## src/rtl/sd_adc_pkg.sv

```systemverilog
// Shared constants and helpers for the sigma-delta ADC front end.
// Holds the CIC width/shift arithmetic, the output saturation limits and
// the mapping of the 1-bit modulator stream onto +1/-1 CIC input values.
package sd_adc_pkg;

  // Value fed into the first integrator for a comparator '1' and '0'.
  localparam int BIT_POS = 1;
  localparam int BIT_NEG = -1;

  // Internal CIC word width: the bit growth N*log2(R) plus a sign bit and
  // one bit of headroom so that +full-scale is representable.
  function automatic int cic_width(input int n, input int r_log2);
    return n * r_log2 + 2;
  endfunction

  // Arithmetic right shift that maps the CIC full scale onto the output word.
  function automatic int cic_shift(input int n, input int r_log2, input int out_w);
    return n * r_log2 + 1 - out_w;
  endfunction

  // Two's-complement limits of an out_w-bit signed sample.
  function automatic int sat_max(input int out_w);
    return (1 << (out_w - 1)) - 1;
  endfunction

  function automatic int sat_min(input int out_w);
    return -(1 << (out_w - 1));
  endfunction

endpackage

```

## src/rtl/cic_decimator.sv

```systemverilog
// N-stage CIC decimator turning a +1/-1 bit stream into signed samples.
// Ports:
//   clk, rst_n       clock and asynchronous active-low reset
//   in_bit_i         modulator bit (1 -> +1, 0 -> -1)
//   in_tick_i        qualifies in_bit_i; integrators advance only on it
//   sample_o         signed OUT_W-bit sample, held between strobes
//   sample_valid_o   one-clk strobe marking a new sample_o
module cic_decimator
  import sd_adc_pkg::*;
#(
  parameter int N      = 3,
  parameter int R_LOG2 = 8,
  parameter int OUT_W  = 16
) (
  input  logic             clk,
  input  logic             rst_n,
  input  logic             in_bit_i,
  input  logic             in_tick_i,
  output logic [OUT_W-1:0] sample_o,
  output logic             sample_valid_o
);

  localparam int W     = cic_width(N, R_LOG2);
  localparam int SHIFT = cic_shift(N, R_LOG2, OUT_W);

  localparam logic signed [W-1:0] X_POS  = W'(BIT_POS);
  localparam logic signed [W-1:0] X_NEG  = W'(BIT_NEG);
  localparam logic signed [W-1:0] SAT_HI = W'(sat_max(OUT_W));
  localparam logic signed [W-1:0] SAT_LO = W'(sat_min(OUT_W));
  localparam logic [1:0]          PRIME_DONE = 2'(N);

  // The comb pipeline (N+1 clk) must drain before the next decimation even
  // at one modulator tick per clk, which needs R >= 8 for N <= 3.
  if (R_LOG2 < 3) begin : g_chk_r
    $error("cic_decimator: R_LOG2 must be at least 3");
  end
  if (N < 1 || N > 3) begin : g_chk_n
    $error("cic_decimator: N must be in 1..3 (2-bit prime counter)");
  end
  if (SHIFT < 0) begin : g_chk_shift
    $error("cic_decimator: OUT_W exceeds the CIC resolution");
  end

  logic signed [W-1:0] integ_q [N];
  logic [R_LOG2-1:0]   dec_cnt_q;
  logic signed [W-1:0] comb_in_q;
  logic                dec_strobe_q;

  logic signed [W-1:0] comb_out_q [N];
  logic signed [W-1:0] comb_dly_q [N];
  logic [N-1:0]        comb_vld_q;

  // Stage k reads stage_in[k]/stage_en[k]; index N is the final comb result.
  logic signed [W-1:0] stage_in [N+1];
  logic [N:0]          stage_en;

  logic [1:0]          prime_q;
  logic [OUT_W-1:0]    sample_q;
  logic                sample_valid_q;

  logic signed [W-1:0] x;
  logic signed [W-1:0] y_shifted;
  logic [OUT_W-1:0]    scaled;

  assign x = in_bit_i ? X_POS : X_NEG;

  // Integrators wrap modulo 2^W on purpose; the combs undo the wrap exactly.
  always_ff @(posedge clk or negedge rst_n) begin
    if (!rst_n) begin
      for (int k = 0; k < N; k++) integ_q[k] <= '0;
      dec_cnt_q    <= '0;
      comb_in_q    <= '0;
      dec_strobe_q <= 1'b0;
    end else begin
      dec_strobe_q <= 1'b0;
      if (in_tick_i) begin
        // NOTE: non-blocking assignments make every stage add the value its
        // predecessor held before this tick, which is the cascade we want.
        integ_q[0] <= integ_q[0] + x;
        for (int k = 1; k < N; k++) integ_q[k] <= integ_q[k] + integ_q[k-1];
        dec_cnt_q <= dec_cnt_q + R_LOG2'(1);
        if (&dec_cnt_q) begin
          comb_in_q    <= integ_q[N-1];
          dec_strobe_q <= 1'b1;
        end
      end
    end
  end

  always_comb begin
    stage_in[0] = comb_in_q;
    stage_en[0] = dec_strobe_q;
    for (int k = 0; k < N; k++) begin
      stage_in[k+1] = comb_out_q[k];
      stage_en[k+1] = comb_vld_q[k];
    end
  end

  // Differential delay 1: each stage subtracts the previous decimated input.
  always_ff @(posedge clk or negedge rst_n) begin
    if (!rst_n) begin
      // NOTE: the comb delay words are reset like any other register so a
      // reset mid-stream cannot leak an old decimated value into new output.
      for (int k = 0; k < N; k++) begin
        comb_out_q[k] <= '0;
        comb_dly_q[k] <= '0;
      end
      comb_vld_q <= '0;
    end else begin
      for (int k = 0; k < N; k++) begin
        comb_vld_q[k] <= stage_en[k];
        if (stage_en[k]) begin
          comb_out_q[k] <= stage_in[k] - comb_dly_q[k];
          comb_dly_q[k] <= stage_in[k];
        end
      end
    end
  end

  always_comb begin
    // NOTE: assign the default first so no path through this block leaves
    // scaled unassigned and infers a latch.
    y_shifted = stage_in[N] >>> SHIFT;
    scaled    = y_shifted[OUT_W-1:0];
    if (y_shifted > SAT_HI) begin
      scaled = SAT_HI[OUT_W-1:0];
    end else if (y_shifted < SAT_LO) begin
      scaled = SAT_LO[OUT_W-1:0];
    end
  end

  // The first N results see partially filled combs and are dropped.
  always_ff @(posedge clk or negedge rst_n) begin
    if (!rst_n) begin
      prime_q        <= '0;
      sample_q       <= '0;
      sample_valid_q <= 1'b0;
    end else begin
      sample_valid_q <= 1'b0;
      if (stage_en[N]) begin
        if (prime_q == PRIME_DONE) begin
          sample_q       <= scaled;
          sample_valid_q <= 1'b1;
        end else begin
          prime_q <= prime_q + 2'd1;
        end
      end
    end
  end

  assign sample_o       = sample_q;
  assign sample_valid_o = sample_valid_q;

endmodule

```

## src/rtl/sigma_delta_adc.sv

```systemverilog
// Comparator-based first-order sigma-delta ADC with CIC decimation.
// Ports:
//   clk, rst_n     system clock and asynchronous active-low reset
//   comp_out       raw comparator output, asynchronous to clk
//   comp_neg       registered feedback bit driving the external RC integrator
//   sample         signed OUT_W-bit decimated audio sample
//   sample_valid   one-clk strobe for each new sample
//   bit_tick       one-clk strobe on every modulator tick
module sigma_delta_adc
  import sd_adc_pkg::*;
#(
  parameter int DIV    = 1,
  parameter int R_LOG2 = 8,
  parameter int N      = 3,
  parameter int OUT_W  = 16
) (
  input  logic             clk,
  input  logic             rst_n,
  input  logic             comp_out,
  output logic             comp_neg,
  output logic [OUT_W-1:0] sample,
  output logic             sample_valid,
  output logic             bit_tick
);

  localparam int CNT_W = (DIV > 1) ? $clog2(DIV) : 1;
  localparam logic [CNT_W-1:0] CNT_LAST = CNT_W'(DIV - 1);

  if (DIV < 1 || DIV > 256) begin : g_chk_div
    $error("sigma_delta_adc: DIV must be in 1..256");
  end

  logic             s1_q;
  logic             s2_q;
  logic [CNT_W-1:0] cnt_q;
  logic [CNT_W-1:0] cnt_d;
  logic             bit_tick_q;
  logic             comp_neg_q;
  logic             cic_tick_q;

  always_comb begin
    cnt_d = cnt_q + CNT_W'(1);
    if (cnt_q == CNT_LAST) cnt_d = '0;
  end

  // bit_tick_q is high exactly while cnt_q sits at DIV-1; it is computed
  // from cnt_d so it stays low during reset even when DIV is 1.
  // The CIC takes the bit from comp_neg_q one clk after the tick, so the
  // filtered bit is exactly the bit driven onto the feedback pin.
  always_ff @(posedge clk or negedge rst_n) begin
    if (!rst_n) begin
      s1_q       <= 1'b0;
      s2_q       <= 1'b0;
      cnt_q      <= '0;
      bit_tick_q <= 1'b0;
      comp_neg_q <= 1'b0;
      cic_tick_q <= 1'b0;
    end else begin
      s1_q       <= comp_out;
      s2_q       <= s1_q;
      cnt_q      <= cnt_d;
      bit_tick_q <= (cnt_d == CNT_LAST);
      cic_tick_q <= bit_tick_q;
      if (bit_tick_q) comp_neg_q <= s2_q;
    end
  end

  cic_decimator #(
    .N      (N),
    .R_LOG2 (R_LOG2),
    .OUT_W  (OUT_W)
  ) u_cic (
    .clk            (clk),
    .rst_n          (rst_n),
    .in_bit_i       (comp_neg_q),
    .in_tick_i      (cic_tick_q),
    .sample_o       (sample),
    .sample_valid_o (sample_valid)
  );

  assign comp_neg = comp_neg_q;
  assign bit_tick = bit_tick_q;

endmodule
```

## config.mk

```make
export PLATFORM = sky130hd
export DESIGN_NAME = sigma_delta_adc
export DESIGN_NICKNAME = d
export VERILOG_FILES = /design/src/rtl/sd_adc_pkg.sv /design/src/rtl/cic_decimator.sv /design/src/rtl/sigma_delta_adc.sv
export SDC_FILE = /design/constraint.sdc
export NUM_CORES = 1
export LEC_CHECK = 0
export ABC_AREA = 1
export BUFFER_PORTS_ARGS = -buffer_cell sky130_fd_sc_hd__clkbuf_2
export CAP_MARGIN = 5
export CORE_MARGIN = 5
export CORE_UTILIZATION = 34
export CTS_BUF_LIST = sky130_fd_sc_hd__clkbuf_16
export DETAILED_ROUTE_END_ITERATION = 8
export PLACE_DENSITY = 0.53
export SLEW_MARGIN = 30
export SYNTH_ARGS = -nofsm -noshare
export SYNTH_HDL_FRONTEND = slang
export SYNTH_SLANG_ARGS = --single-unit
```

## constraint.sdc

```tcl
create_clock -name clk -period 7.01 [get_ports clk]
set_input_delay 1.0515 -clock clk [delete_from_list [all_inputs] [get_ports clk]]
set_output_delay 1.0515 -clock clk [all_outputs]
set_load 0.02 [all_outputs]
```

Yosys cells after proc, flatten, opt, wreduce, memory -nomap -nowiden
Cells that the tools add are included.
W data, S select, Z words.
{"block": "classes", "n_addsub": 9, "order_cmp": 2, "eq_ne": 1, "n_mux": 8, "n_bitwise": 2, "reduce_logical": 4}
{"operator": "$add A26 B26 Y26", "n": 3}
{"operator": "$sub A26 B26 Y26", "n": 3}
{"operator": "$mux W16", "n": 2}
{"operator": "$mux W26", "n": 1}
{"operator": "$gt A17 B16 Y1 const B", "n": 1}
{"operator": "$lt A17 B16 Y1 const B", "n": 1}
{"operator": "$reduce_and A9 Y1", "n": 1}
{"operator": "$add A8 B1 Y8 const B", "n": 1}
{"operator": "$reduce_and A8 Y1", "n": 1}
{"operator": "$mux W1", "n": 5}
{"operator": "$reduce_and A2 Y1", "n": 2}
{"operator": "$add A2 B1 Y2 const B", "n": 1}
{"operator": "$eq A2 B2 Y1 const B", "n": 1}
{"operator": "$not A1 Y1", "n": 2}
{"operator": "$add A1 B1 Y1 const B", "n": 1}
{"block": "totals", "reg_bits": 297, "inputBits": 3, "out_inout_bits": 19, "wordCells": 48}

Longest topological paths before layout
Gate-level depths: netlist of run 1.
{"block": "logic_depth", "depth_word": 3, "mapped_depth": 15, "ltp_nobuf": 15}

Cells and area by module
A second synthesis of run 1 with hierarchy kept.
{"block": "hier_totals", "cells_unflattened": 3130, "hier_area_um2": 20776.2}
{"module": "cic_decimator", "instances": 1, "cells_each": 3120, "area_each_um2": 20632.3, "seq_area_each_um2": 7056.8}
{"module": "sigma_delta_adc", "instances": 1, "cells_each": 10, "area_each_um2": 143.9, "seq_area_each_um2": 125.1}

Worst setup path before layout of run 1
OpenSTA, ideal clock, no wires.
{"block": "synth_timing", "path_type": "reg2reg", "from": "reg comp_neg_q (netlist: comp_neg)", "to": "reg u_cic.integ_q[63] in the netlist's numbering", "setup_time_ns": 0.118, "arrival_ns": 2.338, "required_time_ns": 6.892, "setup_slack_ns": 4.554, "path_stages_with_launch": 11, "n_path_buf": 0, "synth_period_minus_slack_ns": 2.456, "path_cell_list": "dfrtp_1 inv_1 ha_1 or2_2 nand3_1 nand2_1 nand2_1 nand2_1 or2_2 nand3_1 nand2_1"}
{"block": "synth_via", "elab_chain_len": 2}
{"item": "from (decl)", "line": "sigma_delta_adc.sv:38", "text": "logic comp_neg_q;"}
{"item": "from (signal assigned)", "line": "sigma_delta_adc.sv:64", "text": "if (bit_tick_q) comp_neg_q <= s2_q;"}
{"item": "$mux W26", "line": "cic_decimator.sv:65", "text": "assign x = in_bit_i ? X_POS : X_NEG;"}
{"item": "$add A26 B26 Y26", "line": "cic_decimator.sv:79", "text": "integ_q[0] <= integ_q[0] + x;"}
{"item": "to (decl)", "line": "cic_decimator.sv:44", "text": "logic signed [W-1:0] integ_q [N];"}
Every way passes these cells.
A chain may end at the register's enable or synchronous reset.

Worst setup path in the final report of run 1
{"block": "layout_timing", "from": "reg comp_neg_q (netlist: comp_neg)", "to": "reg u_cic.integ_q[64] in the netlist's numbering"}
Same word-level chain as after synthesis.

==> impl_metrics.py, run 1 <==
metrics = {
    "run_status": {
        "status": "complete, no violations",
    },
    "yosys": {
        "netlist_area_sq_um": 20800,
        "synth-edff-count": 0,
        "synthTopCellsByCount": "nand2_1, inv_1, dfrtp_1",
        "synth.yosys.seq_area_share_pct": 34.6,
        "ys_ff_latch": 287,
        "async_flop_share_pct": 100,
        "yosys.area.top_type_share_pct": 34.6,
        "ys.flop_type": "dfrtp_1",
        "synth_cells": 3131,
        "synth_top_cell_by_area": "dfrtp_1",
        "ys_warn_count": 0,
        "synth_area_leaders": "dfrtp_1, nand2_1, ha_1",
        "syn_area_per_cell_sq_um": 6.63,
        "yosysMostFrequentCell": "nand2_1",
        "synth_cell_types": 33,
        "syn_nets": 3289,
    },
    "clock_tree": {
        "cts_max_path_buffers": 3,
        "cts_resized": 0,
        "cts.htree.levels": 2,
        "cts_root_buffer": "clkbuf_16",
        "cts_buffers": 37,
        "path_clk_slew_ns": 0.05,
        "cts_setup_buffers": 0,
        "cts.sinks": 287,
        "clk_latency_ns": 0.57,
        "cts_hold_buffers": 0,
        "cts_tree": "done",
    },
    "sta": {
        "finalCriticalPeriod_ns": 3.04,
        "hold_viol": 0,
        "max_slew.worst_pin.slew_ns": 0.910,
        "tns_ns": 0,
        "slew_viol_final": 0,
        "fmax_ghz": 0.329,
        "finalCritPeriodShare_pct": 43.4,
        "setup_violations": 0,
        "rsz0062_at_grt": "false",
        "holdWs_ns": 0.358,
        "maxSlewHeadroom_pct": 39.0,
        "fin_worst_skew_ns": 0.0333,
        "post-route-worst-setup-slack_ns": 3.97,
    },
    "placed_design": {
        "gp_congestion": 0.868,
        "placed_cells": 3886,
        "io_buffers": 21,
        "dp.final_hpwl_um": 43800,
        "pre_cts_ws_ns": 4.22,
    },
    "detailed_routing": {
        "drt_wl_total_um": 56500,
        "wl_per_cell_um": 14.3,
        "postRouteAntennaNets": 0,
        "vias": 18548,
        "drtPass1Iterations": 5,
        "drc": 0,
        "drtIter0Drc": 1170,
        "viasPerCell": 4.69,
    },
    "critical_path": {
        "crit_chain": "clkinv_1, ha_1, nand2_1, inv_1, a21oi_1, nand2_1, nand2_1, nand2_1, or2_2, nand3_1, nand2_1",
        "critPathMaxStageDelay_ns": 0.72,
        "critPathKind": "flop to flop",
        "startpoint": "comp_neg",
        "r2r-start": "comp_neg",
        "slowest_stage": "clkinv_1",
        "required_ns": 7.45,
        "cp_top_family": "simple AND/OR/NAND/NOR gates",
        "cpMostUsedCell": "nand2_1",
        "cp.arrival_ns": 3.48,
        "crit_path_end_kind": "flop",
        "path_max_fanout": 25,
        "cp_num_buf_inv": 2,
        "start_kind": "flop",
    },
    "pwr": {
        "p_clk_share_pct": 23.4,
        "power_frac_seq_pct": 28.9,
        "leakagePower_uw": 0.0129,
        "p_switching_uw": 3520,
        "peakVddDrop_uv": 174,
        "combPwrFrac_pct": 47.7,
        "finalPower_uw": 7860,
        "p_per_area_nw_per_um2": 343,
        "internal_power_uw": 4340,
        "p_sw_share_pct": 44.7,
    },
    "finish": {
        "final_cells": 3954,
        "nets": 3302,
        "drive_gt1_share_pct": 3.60,
        "n_fill_cell": 6573,
        "syn2layout_area_growth_pct": 10.4,
    },
    "floorplan": {
        "die_y_um": 257,
        "rows": 90,
        "die_w_um": 257,
        "die-area_sq_um": 66100,
        "initial_core_util_pct": 34.4,
        "coreArea_sq_um": 60400,
        "ioPinCount": 22,
    },
    "grt": {
        "grt_first_pass_wirelength_um": 93100,
        "overflow": 0,
        "grt_usage_pct": 17.0,
        "grt_pass1_vias": 17659,
        "grt_max_degree": 156,
        "antenna_found_initial": 0,
    },
    "hold_path": {
        "worstHoldStart": "s1_q",
        "hp-class": "flop to flop",
    },
    "job": {
        "maxCapViolations": 0,
    },
}
## logic make-up (layout without fill, tap and decap cells)
family | after synthesis | in the layout | synth area share, %
flops | 287 | 287 | 34.6
buf+inv | 554 | 594 | 10.0
fa+ha+maj | 155 | 155 | 9.52
compound gates | 347 | 347 | 8.79
other cells | 1 | 2 | 0.0181
simple gates | 1712 | 1712 | 33.6
xor+xnor | 57 | 57 | 2.41
mux | 18 | 18 | 0.977
## worst paths after layout
path	to	slack, ns	depth (start not counted)
min in group asynchronous	u_cic.comb_in_q[2]	0.47	1
setup / recovery	u_cic.integ_q[64]	3.97	11
hold reg to reg	s2_q	0.36	0
hold / removal	s2_q	0.36	0
max in group asynchronous	cic_tick_q	5.24	2
setup reg to reg	u_cic.integ_q[64]	3.97	11
## worst register-to-register path, delay by kind of cell, from the launching register on
family / cells / cell delay (ns)
and+or+nand+nor: 7 / 0.89
buffers and inverters: 2 / 0.77
adders and majority gates: 1 / 0.66
DFF: 1 / 0.43
AOI/OAI and AO/OA: 1 / 0.18
## power by group through the flow
stage / logic [uW] / clock network, uW / registers [uW]
2_1_floorplan: 2900 / 0 / 2100
3_3_place_gp: 3730 / 0 / 2300
3_5_place_dp: 3730 / 0 / 2300
4_1_cts: 3750 / 1910 / 2270
5_1_grt: 4330 / 1980 / 2300
6_report: 3750 / 1840 / 2270
## layout by cell type, fill, tap and decap left out, drive strengths merged, types with 21 or more instances in the layout
cell type and instances:
xnor2 39, o21ai 169, o21bai 29, inv 504, ha 150, clkbuf 57
nand2 1173, nor3 29, nor2 215, nand3 208, nand4 50, clkinv 21
dfrtp 287, a21oi 141
## through the flow
step / cell area (sq um) / util [%]
final: 22900 / 38.0
after detailed placement: 21700 / 36.0
after floorplan: 20800 / -
after global placement: 21700 / 36.0
after global routing: 22900 / 38.0
after CTS: 22900 / 37.9
## state kept, by name, summed over array words and instances, names as in the netlist
name                  flops
u_cic.comb_dly_q         78
u_cic.comb_in_q          26
u_cic.comb_out_q         69
u_cic.dec_strobe_q        1
u_cic.dec_cnt_q           8
cic_tick_q                1
u_cic.prime_q             2
u_cic.integ_q            78
u_cic.sample_valid_o      1
u_cic.comb_vld_q          3
bit_tick                  1
s2_q                      1
u_cic.sample_o           16
s1_q                      1
comp_neg                  1
## routing by layer
metal,vias up,wire [um],global-route usage [%]
met5,-,0,0
met4,0,1460,4.49
met3,71,1500,2.18
met2,203,25800,28.4
met1,8390,27700,23.4
li1,9884,-,-
## layout make-up
class                           count  area, sq um  share of cell area, %
Antenna cell                        1         2.50                 0.0109
Sequential cell                   287         7190                   31.4
Clock buffer                       37          926                   4.04
Tap cell                          782          978                   4.27
Clock inverter                     29          238                   1.04
Inverter                          499         1870                   8.18
Timing Repair Buffer               29          211                  0.923
Multi-Input combinational cell   2290        11500                   50.2
Power figures use the tool's default switching activity.
==> inputs of run 2 (changes only) <==
==> constraint.sdc (replaced) <==
create_clock -name clk -period 2.8 [get_ports clk]
set_input_delay 0.42 -clock clk [delete_from_list [all_inputs] [get_ports clk]]
set_output_delay 0.42 -clock clk [all_outputs]
set_load 0.02 [all_outputs]
==> run 2 against run 1 <==
Compared with the run above:
- fmax is 27% higher
- clock power grew to 2.5 times the previous value
- cell count increased by 0.30%
- sequential power grew 150%
- critical endpoint is now u_cic.integ_q[72]
- highest routed layer unchanged
==> impl_metrics.py, run 2 (synthesis results as in run 1) <==
metrics = {
    "run_status": {
        "status": "complete, no violations",
    },
    "clock_tree": {
        "cts.sinks": 287,
        "cts_resized": 0,
        "clk_latency_ns": 0.57,
        "cts_tree": "done",
        "cts_max_path_buffers": 3,
        "cts_buffers": 38,
        "path_clk_slew_ns": 0.06,
        "cts_root_buffer": "clkbuf_16",
        "cts.htree.levels": 2,
    },
    "floorplan": {
        "coreArea_sq_um": 60400,
        "ioPinCount": 22,
        "initial_core_util_pct": 34.4,
        "rows": 90,
        "die-area_sq_um": 66100,
        "die_w_um": 257,
        "die_y_um": 257,
    },
    "critical_path": {
        "required_ns": 3.25,
        "path_max_fanout": 17,
        "cp.arrival_ns": 2.85,
        "critPathKind": "flop to flop",
        "crit_path_end_kind": "flop",
        "start_kind": "flop",
    },
    "finish": {
        "final-seq-area_sq_um": 7190,
        "multi_input_area_sq_um": 11500,
        "top_regs": "u_cic.comb_dly_q x78, u_cic.integ_q x78, u_cic.comb_out_q x69",
        "nets": 3315,
        "n_fill_cell": 6585,
        "fin_util_pct": 38.2,
        "layout_common_cells": "nand2_1, inv_1, dfrtp_1, nor2_1, nand3_1",
        "drive_gt1_share_pct": 3.83,
        "syn2layout_area_growth_pct": 11.0,
        "layout_commonest_cell": "nand2_1",
        "antenna_cells": 0,
    },
    "pwr": {
        "leakagePower_uw": 0.0130,
        "combPwrFrac_pct": 48.0,
        "p_sw_share_pct": 45.2,
        "p_per_area_nw_per_um2": 861,
        "power_frac_seq_pct": 28.5,
        "internal_power_uw": 10900,
        "p_clk_share_pct": 23.6,
        "peakVddDrop_uv": 529,
        "p_switching_uw": 8970,
    },
    "sta": {
        "finalCriticalPeriod_ns": 2.40,
        "tns_ns": 0,
        "rsz0062_at_grt": "false",
        "hold_viol": 0,
        "fmax_ghz": 0.417,
        "setup_violations": 0,
        "fin_worst_skew_ns": 0.0271,
        "maxSlewHeadroom_pct": 49.4,
        "holdWs_ns": 0.358,
        "max_slew.worst_pin.slew_ns": 0.758,
        "slew_viol_final": 0,
        "finalCritPeriodShare_pct": 85.7,
    },
    "placed_design": {
        "dp.final_hpwl_um": 45500,
        "io_buffers": 21,
        "gp_congestion": 0.920,
    },
    "hold_path": {
        "hp-class": "flop to flop",
    },
    "grt": {
        "grt_pass1_vias": 18093,
        "antenna_found_initial": 1,
        "overflow": 0,
        "grt_first_pass_wirelength_um": 96600,
        "grt_max_degree": 95,
        "grt_usage_pct": 17.6,
    },
    "detailed_routing": {
        "drc": 0,
        "vias": 18531,
        "viasPerCell": 4.67,
        "drt_wl_total_um": 58300,
        "postRouteAntennaNets": 0,
        "drtPass1Iterations": 5,
        "drtIter0Drc": 1056,
        "wl_per_cell_um": 14.7,
    },
    "job": {
        "maxCapViolations": 0,
    },
}
==> run 2: stage by stage <==
step	cells	area (sq um)	power, uW	setup WS [ns]
after floorplan	3131	20800	12500	0.344
after global placement	3897	21800	15200	0.423
after detailed placement	3897	21800	15200	0.451
after CTS	3966	23000	20000	0.440
after global routing	3966	23000	21700	0.175
final	3966	23000	19800	0.399
==> run 2: layout make-up <==
class / instances / area share (%)
tap: 782 / 4.25
timing repair buffer: 41 / 1.41
inverter: 499 / 8.13
multi-input combinational: 2290 / 49.9
clock inverter: 29 / 1.00
sequential: 287 / 31.2
clock buffer: 38 / 4.13
==> run 2: worst paths after layout <==
path | start | to | slack [ns] | depth (start not counted)
max | comp_neg | u_cic.integ_q[72] | 0.40 | 12
min | s1_q | s2_q | 0.36 | 0
max reg2reg | comp_neg | u_cic.integ_q[72] | 0.40 | 12
min reg2reg | s1_q | s2_q | 0.36 | 0
max in group asynchronous | rst_n | u_cic.comb_dly_q[1] | 1.51 | 3
min in group asynchronous | rst_n | u_cic.comb_in_q[11] | 0.43 | 2
==> run 2: what timing repair did <==
action                                 in CTS  in global routing
endpoints found under the hold margin      69                  0
setup buffers                               0                  0
hold buffers                                2                  0
setup endpoints to repair                   0                  0
==> run 2: power groups by stage <==
stage	Clock, uW	Combinational, uW	Sequential [uW]
floorplan	0	7270	5260
global placement	0	9490	5740
detailed placement	0	9480	5730
CTS	4840	9540	5670
global route	4980	11000	5710
finish	4680	9520	5650
==> run 2: critical path, stage by stage (launching register included) <==
cell and delay (ns):
dfrtp_1 0.37, inv_1 0.31, buf_12 0.21, ha_1 0.24, nand2_1 0.14, inv_1 0.09, nand2_1 0.10, nor3_1 0.31
nand3_1 0.20, nand3_1 0.13, nand2_1 0.05, nand3_1 0.07, nand2_1 0.05
==> run 2: layer usage <==
layer | routed length [um] | part of all wire (%) | track usage [%] | vias up
li1 | - | - | - | 9902
met1 | 28100 | 48 | 23.9 | 8343
met2 | 27300 | 47 | 30.1 | 218
met3 | 1530 | 2.6 | 1.87 | 68
met4 | 1300 | 2.2 | 4.61 | 0
met5 | 0 | 0 | 0 | -
